==> config.mk <==
export PLATFORM = sky130hd
export DESIGN_NAME = algorithmic_multiplier
export DESIGN_NICKNAME = d
export VERILOG_FILES = /design/src/rtl/algorithmic_multiplier.sv
export SDC_FILE = /design/constraint.sdc
export NUM_CORES = 1
export LEC_CHECK = 0
export CAP_MARGIN = 30
export CORE_MARGIN = 3
export CORE_UTILIZATION = 57
export DETAILED_ROUTE_END_ITERATION = 8
export GPL_ROUTABILITY_DRIVEN = 0
export PLACE_DENSITY = 0.78
export SYNTH_ARGS = -nofsm -noshare
export SYNTH_HDL_FRONTEND = slang
export SYNTH_SLANG_ARGS = --single-unit
==> constraint.sdc <==
create_clock -name clk -period 3.4 [get_ports clk]
set_input_delay 0.34 -clock clk [delete_from_list [all_inputs] [get_ports clk]]
set_output_delay 0.34 -clock clk [all_outputs]
set_load 0.02 [all_outputs]
==> src/rtl/algorithmic_multiplier.sv <==
// Iterative radix-2 shift-and-add unsigned multiplier.
// Computes one partial product per clock, so an N x N multiply takes N cycles.
module algorithmic_multiplier #(
  parameter int N = 8
) (
  input  logic           clk,
  input  logic           rstN,
  input  logic           start,
  input  logic [N-1:0]   a,
  input  logic [N-1:0]   b,
  output logic [2*N-1:0] result,
  output logic           busy,
  output logic           done
);

  localparam int CW = $clog2(N + 1);

  typedef enum logic {
    IDLE,
    RUN
  } state_t;

  state_t         state;
  logic [2*N-1:0] mcand;
  logic [2*N-1:0] acc;
  logic [N-1:0]   mplier;
  logic [CW-1:0]  count;
  logic [2*N-1:0] acc_next;

  // Accumulator value including this cycle's partial product; the last
  // iteration writes it straight to result.
  always_comb begin
    acc_next = acc;
    if (mplier[0]) acc_next = acc + mcand;
  end

  // NOTE: every register here is assigned with <= so all of them update from
  // the same pre-edge values, regardless of statement order.
  always_ff @(posedge clk or negedge rstN) begin
    if (!rstN) begin
      state  <= IDLE;
      mcand  <= '0;
      acc    <= '0;
      mplier <= '0;
      count  <= '0;
      result <= '0;
      busy   <= 1'b0;
      done   <= 1'b0;
    end else begin
      case (state)
        IDLE: begin
          done <= 1'b0;
          if (start) begin
            mcand  <= {{N{1'b0}}, a};
            mplier <= b;
            acc    <= '0;
            count  <= CW'(N);
            busy   <= 1'b1;
            state  <= RUN;
          end
        end
        RUN: begin
          acc    <= acc_next;
          mcand  <= mcand << 1;
          mplier <= mplier >> 1;
          count  <= count - 1'b1;
          // Fixed latency: no early exit when mplier runs out of ones.
          if (count == CW'(1)) begin
            result <= acc_next;
            done   <= 1'b1;
            busy   <= 1'b0;
            state  <= IDLE;
          end
        end
        default: state <= IDLE;
      endcase
    end
  end

endmodule

Word level (Yosys, flattened, before mapping)
Index checks and enable logic that the tools add are counted.
Widths: inputs -> output; s select.
- register bits: 63
- bits of input ports: 19
- output and inout bits: 18
- logic and storage cells: 33
- add/sub/neg operators: 2
- equal/unequal tests: 3
- mux-type cells: 17
- bitwise operators: 1
- reductions and logical operators: 2
- operators by type and width (kind ; number):
    $pmux 16 s2 ; 2
    $mux 16 ; 3
    $add 16x16->16 ; 1
    $pmux 8 s2 ; 1
    $mux 8 ; 1
    $pmux 4 s2 ; 1
    $pmux 1 s2 ; 3
    $mux 1 ; 5
    $eq 4x1->1 const B ; 1
    $mux 4 ; 1
    $reduce_and 2->1 ; 2
    $sub 4x1->4 const B ; 1
    $ne 2x1->1 const B ; 1
    $ne 2x2->1 const B ; 1
    $not 1->1 ; 1

Longest topological paths before layout
- word-level depth: 3
- mapped depth: 9
- gate-level depth less buffers: 9

Worst setup path after synthesis
No wires, ideal clock.
- path kind: reg-to-reg
- start point: reg mcand[0]
- end point: reg acc[14]
- library setup time: 87 ps
- arrival: 2354 ps
- data required time: 3313 ps
- slack: 960 ps
- stages on the path, launching flop included: 10
- buffers on the path: 0
- clock period less this slack: 2440 ps
- path through: dfrtp_1 > ha_1 > fa_1 > a21oi_1 > o21ai_0 > a21oi_1 > o21ai_1 > a221oi_2 > mux2_2 > o211ai_1
- word-level cells in the longest chain between the ends: 3
- ends and longest elaborated chain (item ; line ; source):
    from (decl) ; 24 ; logic [2*N-1:0] mcand;
    from (signal assigned) ; 54 ; mcand <= {{N{1'b0}}, a};
    from (signal assigned) ; 64 ; mcand <= mcand << 1;
    $add 16x16->16 ; 34 ; if (mplier[0]) acc_next = acc + mcand;
    $mux 16 ; 34 ;
    $pmux 16 s2 ; 50 ; case (state)
    to (signal assigned) ; 63 ; acc <= acc_next;
    to (decl) ; 25 ; logic [2*N-1:0] acc;
Every way passes these cells.
A chain may end at the register's enable or synchronous reset.

Final worst setup path
- start point: reg acc[0]
- end point: reg acc[14]
- word-level cells in the longest chain between the ends: 3
- ends and longest elaborated chain (item ; line):
    $add 16x16->16 ; 34
    $mux 16 ; 34
    $pmux 16 s2 ; 50
Every way passes these cells.

==> impl_metrics.tcl <==
set metrics [dict create \
    status "finished, final reports clean" \
    hold_viol_final 0 \
    io_buffers 36 \
    period_minus_slack_ps 2790 \
    finalSetupViolations 0 \
    ant_nets 0 \
    finalSetupTns_ps 0 \
    via_per_inst 5.89 \
    synthArstFlopShare_pct 100 \
    critical_path_required_ps 3660 \
    yosysSeqAreaShare_pct 45.3 \
    synth_cells 362 \
    p_leak_nw 1.87 \
    multi_input_area_um2 1790 \
    yosys_warnings 0 \
    powerDensity_nw_per_um2 916 \
    dr.pass1.iters 5 \
    cp.arrival_ps 3050 \
    wl_per_cell_um 16.5 \
    post-cts-setup-buffers 0 \
    cts_sinks 63 \
    worst_slew_pin_slew_ps 805 \
    antenna_cells 0 \
    die_h_um 84.1 \
    die_area_um2 7070 \
    vias 2785 \
    synth_edf_count 0 \
    syn-num-nets 399 \
    start_util_pct 60.9 \
    nNetsFinal 433 \
    die_w_um 84.1 \
    crit_type "register to register" \
    rr_worst_depth 9 \
    holdCritPathClass "input pin to async pin" \
    rows 27 \
    grt_pass1_wl_um 13600 \
    worst_skew_pair.late_latency_ps 350 \
    seqCellArea_um2 1580 \
    slew_viol_final 0 \
    netlist_area_um2 3480 \
    crit_path_start_kind "register" \
    grt_usage_pct 24.1 \
    grt_overflow_total 0 \
    post-place-ws_ps 683 \
    hpwlAfterDp_um 5460 \
    layout-drive-gt1-share_pct 11.5 \
    global_route.peak_usage_layer "met2" \
    grt_pass1_vias 2854 \
    antenna_found_initial 0 \
    period_share_pct 82.0 \
    grt_max_degree 52 \
    cts_root_buf "clkbuf_8" \
    placed_cell_area_um2 3890 \
    first_iter_violations 164 \
    totalWireLength_um 7810 \
    design_area_um2 4080 \
    ys.flop_type "dfrtp_1" \
    grt_use_met2_pct 37.1 \
    cts_tree "done" \
    ys_seq_elements 63 \
    ys_types 46 \
    path_clk_slew_ps 80 \
    drc_errors 0 \
    core_um2 5710 \
    syn_avg_cell_area_um2 9.61 \
    area_delta_synth_final_pct 17.2 \
    peakVddDrop_uv 575 \
    finalClockSkew_ps 7.73 \
    num_io_pins 37 \
    htreeDepth 3 \
    cts_buffers 9 \
    cp_max_fo 3 \
    max_freq_mhz 359 \
    maxCapViolCount 0 \
    grtUsageMet3_pct 6.91 \
    fillers 444 \
    cp-end-kind "register" \
    setup_ws_ps 612 \
    use_met1_pct 33.1 \
    relSlewSlack_pct 46.4 \
    rsz0062_at_grt "false" \
    clockBufferDepth 2 \
]
per-stage QoR:
step | instances | utilization, % | power, mW | hold WS, ps
final | 473 | 71.4 | 3.73 | 429
after global routing | 473 | 71.4 | 4.03 | 468
after CTS | 473 | 71.4 | 3.74 | 439
after detailed placement | 456 | 68.2 | 3.13 | 280
after global placement | 456 | 68.2 | 3.04 | 278
after floorplan | 362 | - | 2.59 | 44.4
Yosys cell counts, drive strengths merged, types with 2 or more instances:
master  count  area share [%]
a21o        4            0.86
ha         17             6.1
mux2i      24             6.9
dfrtp      63              45
nand2      69             7.5
clkbuf     16             1.7
nor2       17             1.8
a21oi      20             3.1
nand3       7             1.0
nor3b       2            0.43
a22o        3            0.76
xnor2      12             3.0
xor2        2            0.50
o21ai      46             6.6
nor3        3            0.43
inv        10             1.1
o211ai      2            0.43
o22ai       3            0.54
a31oi       2            0.36
o21bai      2            0.43
buf         4            0.47
nand3b      2            0.43
and3        3            0.54
mux2        8             2.6
a31o        5             1.3
metal layers:
metal / routed length [µm] / vias to the layer above
met5: 0 / -
met4: 128 / 0
met3: 408 / 17
met2: 3600 / 79
met1: 3670 / 1353
li1: - / 1336
final cells by class:
cell class | count | area share, %
sequential | 63 | 38.7
tap | 72 | 2.21
clock buffer | 10 | 3.13
inverter | 10 | 0.921
timing repair buffer | 43 | 10.1
clock inverter | 6 | 1.14
multi-input combinational | 269 | 43.8
where the power goes:
group	leakage, nW	internal, mW	switching [mW]
combinational	0.969	0.796	1.03
sequential	0.820	1.05	0.270
clock	0.0829	0.268	0.319
total	1.87	2.11	1.62
worst max-delay path: stages, from the launching register on:
cell and delay [ps]:
dfrtp_1 420, ha_1 240, fa_1 430, a21oi_1 270, o21ai_0 120, a21oi_1 240, o21ai_1 160, a221oi_2 340
mux2_2 370, o211ai_1 100
placed cells by master, fill, tap and decap left out, types with 3 or more instances in the layout:
cell type	n
and3_1	3
o22ai_1	3
nand3_1	7
a21oi_1	18
mux2i_1	24
inv_1	9
xnor2_1	12
ha_1	17
nor3_1	3
o21ai_1	5
mux2_2	8
o21ai_0	41
a21o_1	4
a22o_1	3
nor2_1	17
a31o_2	5
nand2_1	68
clkdlybuf4s50_1	35
buf_4	6
clkbuf_8	9
dfrtp_1	63
worst paths after layout:
| check | slack [ps] | start | endpoint |
|---|---|---|---|
| min in group clk | 490 | result[15] | result[15] |
| worst max register to register | 610 | acc[0] | acc[14] |
| worst min register to register | 490 | result[15] | result[15] |
| worst max-delay path | 610 | acc[0] | acc[14] |
| max in group asynchronous | 2290 | rstN | result[6] |
| worst min-delay path | 430 | rstN | mcand[11] |
flip-flops by register name, summed over array words and instances, names as in the netlist:
register  count
done          1
busy          1
result       16
mcand        16
acc          16
mplier        8
count         4
state         1
timing repair:
action / 4_1_cts / 5_1_grt
hold endpoints to repair: 15 / 0
resized for setup: 0 / 0
hold buffers: 1 / 0
kinds of logic (layout without fill, tap and decap cells):
logic type                 Yosys count  count (layout)  synth area share, %
AOI/OAI and AO/OA                   95              95                 17.5
adders and majority gates           18              18                 6.69
buffers and inverters               30              69                 3.27
DFF                                 63              63                 45.3
and+or+nand+nor                    110             110                 14.1
xor gates and xnor gates            14              14                 3.53
muxes                               32              32                 9.50
Note: power is estimated with default switching activity, not from simulation.
